<file path="config.mk">
export PLATFORM = sky130hd
export DESIGN_NAME = inst_fetch_arb
export DESIGN_NICKNAME = d
export VERILOG_FILES = /design/src/rtl/inst_fetch_arb.sv
export SDC_FILE = /design/constraint.sdc
export NUM_CORES = 1
export LEC_CHECK = 0
export CAP_MARGIN = 5
export CORE_MARGIN = 4
export CORE_UTILIZATION = 18
export CTS_CLUSTER_SIZE = 20
export DETAILED_ROUTE_END_ITERATION = 10
export GPL_TIMING_DRIVEN = 0
export PLACE_DENSITY_LB_ADDON = 0.3
export SLEW_MARGIN = 25
export SYNTH_ARGS = -nofsm -noshare
export SYNTH_HDL_FRONTEND = slang
export SYNTH_SLANG_ARGS = --single-unit
export TNS_END_PERCENT = 100
</file>
<file path="constraint.sdc">
create_clock -name clk -period 1.75 [get_ports clk]
set_input_delay 0.525 -clock clk [delete_from_list [all_inputs] [get_ports clk]]
set_output_delay 0.525 -clock clk [all_outputs]
set_load 0.01 [all_outputs]
</file>
<file path="src/rtl/inst_fetch_arb.sv">
// Two-requester instruction ROM arbiter: fetch has priority, debug/loader is granted after FETCH_BURST_MAX contended fetches.
// Optional macro INST_FETCH_ARB_ALIGN_CHK_EN rejects misaligned accesses with err instead of reading the ROM.
module inst_fetch_arb #(
    parameter int FETCH_BURST_MAX = 4
) (
    input  logic        clk,
    input  logic        reset_n,
    input  logic        f_req,
    input  logic [31:0] f_addr,
    output logic        f_gnt,
    output logic        f_rvalid,
    output logic [31:0] f_rdata,
    input  logic        d_req,
    input  logic [31:0] d_addr,
    output logic        d_gnt,
    output logic        d_rvalid,
    output logic [31:0] d_rdata,
    output logic        rom_ce,
    output logic [31:0] rom_pc,
    input  logic [31:0] rom_inst,
    output logic        err,
    output logic [1:0]  dbg_state
);

    localparam int CW = $clog2(FETCH_BURST_MAX + 1);
    localparam logic [CW-1:0] CNT_MAX = CW'(FETCH_BURST_MAX);

    typedef enum logic [1:0] {
        LAST_NONE = 2'd0,
        LAST_F    = 2'd1,
        LAST_D    = 2'd2
    } state_t;

    state_t        state_q, state_d;
    logic [CW-1:0] cnt_q, cnt_d;
    logic          f_rvalid_q, d_rvalid_q;
    logic          mis_q;
    logic          any_gnt;
    logic [31:0]   gnt_addr;

    // Handshake: a requester holds req/addr until it sees gnt in the same
    // cycle; the owner's rvalid follows exactly one cycle after its gnt and
    // is never back-pressured. Grants are gated by reset_n so nothing is
    // accepted while reset is held.
    always_comb begin
        f_gnt   = 1'b0;
        d_gnt   = 1'b0;
        state_d = LAST_NONE;
        cnt_d   = cnt_q;
        if (reset_n) begin
            if (f_req && d_req) begin
                if (cnt_q == CNT_MAX) d_gnt = 1'b1;
                else                  f_gnt = 1'b1;
            end else if (f_req) begin
                f_gnt = 1'b1;
            end else if (d_req) begin
                d_gnt = 1'b1;
            end
        end
        if (f_gnt)      state_d = LAST_F;
        else if (d_gnt) state_d = LAST_D;
        // Starvation counter tracks fetch grants taken while debug waits.
        if (d_gnt || !d_req)               cnt_d = '0;
        else if (f_gnt && cnt_q != CNT_MAX) cnt_d = cnt_q + 1'b1;
    end

    assign any_gnt  = f_gnt | d_gnt;
    assign gnt_addr = f_gnt ? f_addr : (d_gnt ? d_addr : 32'd0);
    assign rom_pc   = gnt_addr;

`ifdef INST_FETCH_ARB_ALIGN_CHK_EN
    logic mis_now;
    assign mis_now = any_gnt && (gnt_addr[1:0] != 2'b00);
    assign rom_ce  = any_gnt && !mis_now;

    always_ff @(posedge clk or negedge reset_n) begin
        if (!reset_n) mis_q <= 1'b0;
        else          mis_q <= mis_now;
    end
`else
    assign rom_ce = any_gnt;
    assign mis_q  = 1'b0;
`endif

    always_ff @(posedge clk or negedge reset_n) begin
        if (!reset_n) begin
            state_q    <= LAST_NONE;
            cnt_q      <= '0;
            f_rvalid_q <= 1'b0;
            d_rvalid_q <= 1'b0;
        end else begin
            state_q    <= state_d;
            cnt_q      <= cnt_d;
            f_rvalid_q <= f_gnt;
            d_rvalid_q <= d_gnt;
        end
    end

    // ROM data is already registered one cycle behind rom_ce; steer it to the owner.
    assign f_rvalid  = f_rvalid_q;
    assign d_rvalid  = d_rvalid_q;
    assign f_rdata   = (f_rvalid_q && !mis_q) ? rom_inst : 32'd0;
    assign d_rdata   = (d_rvalid_q && !mis_q) ? rom_inst : 32'd0;
    assign err       = mis_q;
    assign dbg_state = state_q;

endmodule

</file>
# == After elaboration in Yosys (flattened, before gate mapping) ==
# Cells that the tools add are included.
# word_totals
latchBits,0
memories,0
ff_bits,7
word_cells,30
rom_bits,0
inputBits,100
output_inout_bits,104
ram_bits,0
# classes
mux,17
n_lt_le_gt_ge,0
n_mul,0
add_sub_neg,1
n_eq_ne,2
reduce_logical,5
bitwise_logic,1
n_div,0
shifts,0
# op_table
op,count
32-bit two-way mux,4
1-bit two-way mux,9
3-bit two-way mux,2
2-bit two-way mux,2
"3-bit by 1-bit adder with 3-bit output, second input constant",1
"3-bit == test, second input constant",1
"3-bit != test, second input constant",1
1-bit logical AND,2
2-bit nonzero test,1
1-bit logical NOT,1
1-bit logical OR,1
1-bit OR,1

# == Longest topological paths before layout ==
# Gate-level depths: netlist (run 1).
# logic_depth
ltp_word,7
mapped_depth,6
mapped_depth_nobuf,5

# == Worst setup path before layout (run 1) ==
# Ideal clock, no wire load.
# synth_timing
path_type,register -> output
start,reg cnt_q[0]
end,out rom_pc[22]
arrival_ns,1.332
n_path_buf,1
setup_slack_ns,-0.107
t_required_ns,1.225
stages_incl_launch_ff,7
cell_sequence,dfrtp_1 inv_1 ha_1 a21boi_2 nor2_4 buf_6 a22o_1
# synth_via
elab_chain_cells,6
elab_cells_between_ends,9
cone_classes,eq/ne (1); mux (8)
# synth_rtl
item,line,source
"start, declared",35,"logic [CW-1:0] cnt_q, cnt_d;"
"start signal, assigned",93,cnt_q <= cnt_d;
3-bit == test,52,if (cnt_q == CNT_MAX) d_gnt = 1'b1;
1-bit two-way mux,52,
1-bit two-way mux,51,if (f_req && d_req) begin
1-bit two-way mux,50,if (reset_n) begin
net d_gnt,15,"output logic d_gnt,"
32-bit two-way mux (2 in series),68,assign gnt_addr = f_gnt ? f_addr : (d_gnt ? d_addr : 32'd0);
"end, declared",19,"output logic [31:0] rom_pc,"
# The timed path passes the listed nets, and every way through them passes these cells.

# == Worst setup path in the final report (run 1) ==
# layout_timing
start,reg cnt_q[0]
end,out rom_pc[22]
# layout_via
elab_chain_cells,6
elab_cells_between_ends,9
cone_classes,eq/ne (1); mux (8)
# layout_rtl
item,line
3-bit == test *,52
1-bit two-way mux,52
1-bit two-way mux,51
1-bit two-way mux,50
32-bit two-way mux,68
32-bit two-way mux *,68
# Every way passes the cells marked *; elsewhere a longest branch is shown, timed or not.

==> results.ini, run 1 <==
[outcome]
status = finished, violations left
violations = setup timing

[synthesis]
synth_seq_cells = 6
synth_top_area_frac = 0.362
yosysTopAreaCell = and2_1
seq_area_frac_synth = 0.136
ys_types = 23
synth_cells = 139
yosysWarnings = 0
syn-cell-area_um2 = 1110
syn_nets = 241
synthTopCellsByArea = and2_1, a22o_1, dfrtp_1
synth_area_per_cell_um2 = 7.97

[placed_design]
numPortBuffers = 202
place_area_um2 = 3240
gp_congestion = 0.691
dp_hpwl_um = 5480

[drt]
vias = 1891
avgRoutedWirePerCell_um = 15.3
dr.pass1.iters = 4
viasPerCell = 4.28
wl_um = 6760
drc = 0
drt_iter0_markers = 19
ant_nets = 0

[global_routing]
antenna_found_initial = 0
grt_remaining_overflow = 0
grt_max_degree = 15
global_route.usage.met1 = 0.172
globalRoute.busiestLayer = met2
grt_pass1_vias = 1813
grt_util_met2 = 0.328
grt_usage = 0.160
met3_usage = 0.0285
grt_pass1_wl_um = 9540

[sta]
fmax_mhz = 465
setup_viol = 44
finalHoldViolCount = 0
finalCriticalPeriod_ns = 2.15
drv_slew = 0
fin_ws_ns = -0.400
period_share = 1.23
clock_skew_ns = 0.00133
rsz0062_at_grt = true
fin_tns_setup_ns = -12.25

[worst_setup_path]
worst_ep_arrival_time_ns = 1.63
setup.worst_path.start_class = flop
ff2ff_path_depth = 5
path_max_fanout = 7
end_kind = output pin
cp.required_ns = 1.22
critPathKind = flop to output pin

[cells_and_area]
num_antenna_cells = 0
area_growth_pct = 198
final_cell_area_um2 = 3300
fillers = 592
nNetsFinal = 471
layout-drive-gt1-share = 0.387

[min_path]
min_path_type = input port to async pin

[clock_network]
cts.clk_slew.worst_paths_ns = 0.04
clock_latency_ns = 0.22
cts_root_buffer = clkbuf_8
cts_hold_buf = 0
cts_htree_levels = 1
tritoncts = built
clock_sinks = 6
clock_path_buffers = 2
cts_inserted_buffers = 3

[floorplan]
die_w_um = 86.4
core_area_um2 = 5960
core.rowCount = 28
start_util = 0.186
dieHeight_um = 86.4
dieArea_um2 = 7470
io_pins = 204

[pwr]
p_per_area_nw_per_um2 = 299
leakage_nw = 2.00
ir_worst_vdd_mv = 0.227
finalPower_mw = 0.986

[run]
cap_viol_max_count = 0

[where the power goes]
part	internal, mW	switching (mW)
Clock	0.148	0.0617
Sequential	0.145	0.00399
Combinational	0.400	0.227
Total	0.693	0.293
[Yosys cell counts]
library cell  instances
buf_4                 2
o31a_1                1
conb_1                1
nor2_4                1
nand2_2               1
a21boi_0              2
a22o_1               32
nor3b_1               1
nor2_1                1
ha_1                  2
inv_1                 2
dfrtp_1               6
a31oi_4               1
nand2_1               2
o21a_1                1
nand3_1               2
nand2b_1              2
and2b_1               1
buf_6                 6
and2_1               64
clkbuf_1              6
a21boi_2              1
nor3_1                1
[routing by layer]
layer,share of wire,wire length (um)
met1,0.35,2400
met2,0.56,3780
met3,0.085,574
met4,0.0015,10
met5,0,0
[cell families (layout without fill, tap and decap cells)]
kind of cell               Yosys count  in the layout  synth area share
adders and majority gates            2              2            0.0226
DFF                                  6              6             0.136
other                                1              1           0.00339
and+or+nand+nor                     76             76             0.426
AOI/OAI and AO/OA                   38             38             0.311
buffers and inverters               16            244             0.102
[critical path: stages, from the launching register on]
cell,delay [ns]
dfrtp_1,0.39
inv_2,0.08
ha_4,0.17
a31oi_4,0.10
buf_12,0.16
buf_6,0.13
a22o_1,0.24
buf_2,0.14
[path summary, 6_finish.rpt]
path	from	endpoint	slack, ns
setup / recovery	cnt_q[0]	rom_pc[22]	-0.40
hold / removal	reset_n	dbg_state[1]	0.11
setup reg to reg	cnt_q[0]	cnt_q[2]	0.40
hold reg to reg	cnt_q[0]	cnt_q[0]	0.61
max in group asynchronous	reset_n	d_rvalid	1.50
min in group clk	cnt_q[0]	cnt_q[0]	0.61
[flip-flops by register name (all words and copies together) (netlist names)]
signal,count
dbg_state,2
cnt_q,3
d_rvalid,1
[cell type report]
cell class                 count  area [um^2]  area share
sequential                     6          153      0.0462
clock buffer                   3         41.3      0.0125
timing repair buffer         227         1990       0.602
tap                           75         93.8      0.0284
buffer                        12          138      0.0417
multi-input combinational    117          882       0.267
inverter                       2         7.51     0.00227
[cells in the final DEF (no fill, tap or decap), types with 6 or more instances in the layout]
cell type | Yosys | layout
a22o_1 | 32 | 32
and2_1 | 64 | 58
and2_4 | 0 | 6
buf_2 | 0 | 61
buf_4 | 2 | 18
buf_6 | 6 | 22
buf_8 | 0 | 6
clkbuf_2 | 0 | 9
clkdlybuf4s50_1 | 0 | 65
dlygate4sd2_1 | 0 | 23
dlymetal6s2s_1 | 0 | 28
[what timing repair did]
action / CTS / global route
gates resized for setup: 319 / 118
gates cloned: 3 / 0
pin swaps: 21 / 29
setup endpoints to repair: 104 / 80
setup buffers: 11 / 11
[per-stage QoR]
stage / hold WS [ns] / utilization / worst slack (ns) / instances
2_1_floorplan: 0.229 / - / 0.0106 / 139
3_3_place_gp: 0.564 / 0.545 / -1.46 / 416
3_5_place_dp: 0.571 / 0.545 / -1.48 / 416
4_1_cts: 0.135 / 0.527 / -0.438 / 432
5_1_grt: 0.109 / 0.554 / -0.442 / 442
6_report: 0.107 / 0.554 / -0.400 / 442
(Power assumes the default switching activity.)
==> inputs of run 2 (changes only) <==
--- a/config.mk
+++ b/config.mk
@@ -8,6 +8,7 @@
 export CAP_MARGIN = 5
 export CORE_MARGIN = 4
 export CORE_UTILIZATION = 18
+export CTS_CLUSTER_DIAMETER = 200
 export CTS_CLUSTER_SIZE = 20
 export DETAILED_ROUTE_END_ITERATION = 10
 export GPL_TIMING_DRIVEN = 0
==> results of run 2 <==
Final layout, timing and power as in run 1 (identical DEF).
